File: config.mk
export PLATFORM = sky130hd
export DESIGN_NAME = mem_stage
export DESIGN_NICKNAME = d
export VERILOG_FILES = /design/src/rtl/mem_stage.sv
export SDC_FILE = /design/constraint.sdc
export NUM_CORES = 1
export LEC_CHECK = 0
export BUFFER_PORTS_ARGS = -buffer_cell sky130_fd_sc_hd__buf_4
export CAP_MARGIN = 40
export CORE_ASPECT_RATIO = 1.5
export CORE_MARGIN = 1
export CORE_UTILIZATION = 40
export CTS_CLUSTER_SIZE = 24
export DETAILED_ROUTE_END_ITERATION = 7
export PLACE_DENSITY = 0.63
export SYNTH_ARGS = -nofsm -noshare
export SYNTH_HDL_FRONTEND = slang
export SYNTH_SLANG_ARGS = --single-unit
export TNS_END_PERCENT = 20
File: constraint.sdc
create_clock -name clk -period 4.05 [get_ports clk]
set_input_delay 0.81 -clock clk [delete_from_list [all_inputs] [get_ports clk]]
set_output_delay 0.81 -clock clk [all_outputs]
set_load 0.02 [all_outputs]
File: src/rtl/mem_stage.sv
// mem_stage: memory stage with 32x8 data RAM, registered write-back and RUN/HALTED FSM.
// Optional store counter output store_cnt when MEM_STORE_CNT_EN is defined.
module mem_stage (
  input  logic       clk,
  input  logic       rst,
  input  logic [7:0] in_alu_result,
  input  logic       in_reg_write,
  input  logic       in_mem_write,
  input  logic [4:0] in_dest,
  input  logic [2:0] in_opcode,
  input  logic       in_halt,
  output logic [7:0] wb_data,
  output logic [4:0] wb_dest,
  output logic       wb_reg_write,
  output logic [2:0] wb_opcode,
  output logic       halted,
  output logic [7:0] fwd_data
`ifdef MEM_STORE_CNT_EN
  ,
  output logic [7:0] store_cnt
`endif
);
  typedef enum logic {RUN, HALTED} state_t;
  state_t state_q, state_d;
  logic [31:0][7:0] mem_q;
  logic [7:0] wb_data_q, wb_data_d, rd_data;
  logic [4:0] wb_dest_q, wb_dest_d;
  logic [2:0] wb_opcode_q, wb_opcode_d;
  logic wb_rw_q, wb_rw_d, halt_req, we;
  assign halt_req = in_halt || in_opcode == 3'b111;
  assign we = state_q == RUN && in_opcode == 3'b011 && in_mem_write;
  assign rd_data = mem_q[in_alu_result[4:0]];
  always_ff @(posedge clk or negedge rst) begin
    if (!rst) begin
      state_q     <= RUN;
      mem_q       <= '0;
      wb_data_q   <= '0;
      wb_dest_q   <= '0;
      wb_opcode_q <= '0;
      wb_rw_q     <= 1'b0;
    end else begin
      state_q     <= state_d;
      wb_data_q   <= wb_data_d;
      wb_dest_q   <= wb_dest_d;
      wb_opcode_q <= wb_opcode_d;
      wb_rw_q     <= wb_rw_d;
      if (we) mem_q[in_dest] <= in_alu_result;
    end
  end
  // HALTED holds every field except the write enable, which stays low
  always_comb begin
    state_d     = state_q;
    wb_data_d   = wb_data_q;
    wb_dest_d   = wb_dest_q;
    wb_opcode_d = wb_opcode_q;
    wb_rw_d     = 1'b0;
    if (state_q == RUN) begin
      state_d     = halt_req ? HALTED : RUN;
      wb_dest_d   = in_dest;
      wb_opcode_d = halt_req ? 3'b111 : in_opcode;
      wb_rw_d     = !halt_req && in_reg_write && in_opcode != 3'b011;
      wb_data_d   = halt_req ? wb_data_q : (in_opcode == 3'b010 ? rd_data : in_alu_result);
    end
  end
`ifdef MEM_STORE_CNT_EN
  logic [7:0] cnt_q;
  always_ff @(posedge clk or negedge rst) begin
    if (!rst) cnt_q <= '0;
    else if (we && cnt_q != 8'hFF) cnt_q <= cnt_q + 8'd1;
  end
  assign store_cnt = cnt_q;
`endif
  assign wb_data      = wb_data_q;
  assign fwd_data     = wb_data_q;
  assign wb_dest      = wb_dest_q;
  assign wb_opcode    = wb_opcode_q;
  assign wb_reg_write = wb_rw_q;
  assign halted       = state_q == HALTED;
endmodule
==> impl_metrics.env <==
export IMPL_status="complete, no violations"
export IMPL_synth_edf_count=0
export IMPL_grt_overflow=0
export IMPL_cts_buffer_depth=3
export IMPL_dpl_hpwl_mm=20.8
export IMPL_dp_worst_setup_slack_ps=966
export IMPL_ys_types=50
export IMPL_dp_cells=1285
export IMPL_first_global_vias=7931
export IMPL_cts_tree="built"
export IMPL_p_comb_frac=0.072
export IMPL_drtPass1Iterations=4
export IMPL_gp_congestion=0.880
export IMPL_finalCritPeriodShare=0.699
export IMPL_max_slew_margin=0.301
export IMPL_fin_crit_ps=2830
export IMPL_pwr_share_clk=0.444
export IMPL_seqCellArea_um2=6860
export IMPL_maxSlewViolCount=0
export IMPL_p_sw_frac=0.236
export IMPL_vias_per_cell=5.65
export IMPL_setup_violations=0
export IMPL_numPortBuffers=46
export IMPL_post_drt_wl_per_cell_um=23.4
export IMPL_setup_ws_ps=1220
export IMPL_synth_top_cell_by_area="dfrtp_1"
export IMPL_r2r_start="halted"
export IMPL_cts_root_buf="clkbuf_16"
export IMPL_cp_start_kind="flop"
export IMPL_start_util=0.408
export IMPL_crit_path_start="halted"
export IMPL_synth_common_cells="dfrtp_1, mux2_2, mux2i_1"
export IMPL_grt_max_degree=122
export IMPL_antenna_found_initial=0
export IMPL_synth_most_common_cell="dfrtp_1"
export IMPL_fp_coreArea_um2=31900
export IMPL_numCtsBuffers=27
export IMPL_drtAntennaViolNets=0
export IMPL_ios=47
export IMPL_max_freq_ghz=0.353
export IMPL_seq_area_frac_synth=0.527
export IMPL_layout_nets=925
export IMPL_grt_pass1_wl_mm=49.2
export IMPL_end_kind="flop"
export IMPL_yosys_top_cells_area="dfrtp_1, mux2_2, mux4_2"
export IMPL_drv_cap=0
export IMPL_cts_sinks=274
export IMPL_slowest_delay_ps=910
export IMPL_nFillCells=2842
export IMPL_rows=80
export IMPL_cts_hold_buf=0
export IMPL_ir_drop_uv=350
export IMPL_power_frac_seq=0.484
export IMPL_p_switching_uw=1360
export IMPL_synthToLayoutAreaGrowth_pct=12.1
export IMPL_cts_setup_buffers=0
export IMPL_ys_ff_latch=274
export IMPL_drive_above_1_share=0.475
export IMPL_via_count=7536
export IMPL_clk_insertion_delay_late_ps=550
export IMPL_hold_class="primary input to asynchronous set/reset pin"
export IMPL_path_clk_slew_ps=60
export IMPL_netlist_area_leader_share=0.527
export IMPL_finalHoldViolations=0
export IMPL_path_class="flop to flop"
export IMPL_drt_total_wl_mm=31.2
export IMPL_dieArea_um2=33300
export IMPL_antenna_cells=0
export IMPL_syn_inst=880
export IMPL_ctsHtreeMaxLevel=1
export IMPL_yosysWarningCount=0
export IMPL_crit_chain="and4bb_1 > nand4b_4 > nor2_2 > mux2_2"
export IMPL_ctsResizeCount=0
export IMPL_synth_area_per_cell_um2=14.8
export IMPL_grt_total_usage=0.196
export IMPL_arrival_ps=3260
export IMPL_cell_internal_pwr_uw=4400
export IMPL_multi_input_area_um2=5770
export IMPL_finalNonFillerCells=1334
export IMPL_die_y_um=223
export IMPL_synthFlopType="dfrtp_1"
export IMPL_required_ps=4480
export IMPL_drc=0
export IMPL_power_density_nw_per_um2=395
export IMPL_rsz0062_at_grt="false"
export IMPL_fin_skew_ps=7.72
export IMPL_slowest_stage="and4bb_1"
export IMPL_tightest_slew_ps=1030
export IMPL_path_max_fanout=15
export IMPL_async_reset_ff_frac=1.00
export IMPL_p_leak_uw=0.00695
export IMPL_synth_nets=901
export IMPL_fp_dieW_um=149
export IMPL_finalSetupTns_ps=0
export IMPL_syn_area_um2=13000
export IMPL_first_iter_violations=352
[power groups by stage]
stage          clock network, uW  logic, uW  registers [uW]
2_1_floorplan                  0        205            2860
3_3_place_gp                   0        420            2840
3_5_place_dp                   0        423            2840
4_1_cts                     2620        424            2790
5_1_grt                     2730        450            2790
6_report                    2560        417            2790
[area by class of cell]
type	instances	share of cell area
Sequential cell	274	0.470
Multi-Input combinational cell	536	0.395
Clock buffer	41	0.0554
Timing Repair Buffer	63	0.0375
Tap cell	410	0.0352
Clock inverter	8	0.00635
Inverter	2	0.000514
[cell families (layout without fill, tap and decap cells)]
kind of cell / after synthesis / after routing / share of synthesized area
compound gates: 67 / 67 / 0.0384
buf+inv: 70 / 114 / 0.0300
mux: 352 / 352 / 0.341
flops: 274 / 274 / 0.527
simple gates: 117 / 117 / 0.0638
[placed cells by master (no fill, tap or decap), drive strengths merged, types with 3 or more instances in the layout]
cell / count
a22oi: 23
and2: 6
o21ai: 7
a41oi: 5
mux2: 264
mux2i: 45
a21oi: 7
clkbuf: 41
a22o: 4
nor2: 54
mux4: 43
buf: 63
o21a: 5
or2: 4
nand2: 15
nor2b: 9
nand4: 4
nand4b: 6
a221oi: 4
nand3: 9
a21o: 3
clkinv: 5
dfrtp: 274
[stage by stage]
stage	utilization	area (um^2)	power (uW)	hold WS [ps]
6_report	0.457	14600	5760	378
5_1_grt	0.457	14600	5960	462
4_1_cts	0.457	14600	5830	417
3_5_place_dp	0.429	13700	3260	466
3_3_place_gp	0.429	13700	3260	460
2_1_floorplan	-	13000	3070	449
[sequential cells by signal, indices dropped and copies added (netlist names)]
signal and flops:
wb_opcode 3, halted 1, mem_q 256, fwd_data 8, wb_reg_write 1, wb_dest 5
[critical path, delay by kind of cell, from the launching register on]
| family | cells | cell delay [ps] |
|---|---|---|
| flops | 1 | 610 |
| mux | 1 | 400 |
| simple gates | 3 | 1690 |
[path summary, 6_finish.rpt]
check	to	slack, ps	cells after the start
min in group clk	mem_q[200]	480	1
worst min register to register	mem_q[200]	480	1
worst max-delay path	mem_q[69]	1220	4
worst max register to register	mem_q[69]	1220	4
max in group asynchronous	mem_q[121]	2760	2
worst min-delay path	mem_q[29]	380	1
[routing by layer]
layer / vias up / wire (um) / global-route usage
met2: 188 / 15700 / 0.327
met5: - / 0 / 0
met4: 0 / 1490 / 0.103
met3: 65 / 1380 / 0.0239
li1: 3290 / - / -
met1: 3993 / 12700 / 0.247
No activity file was read; power rests on OpenSTA's default activity.
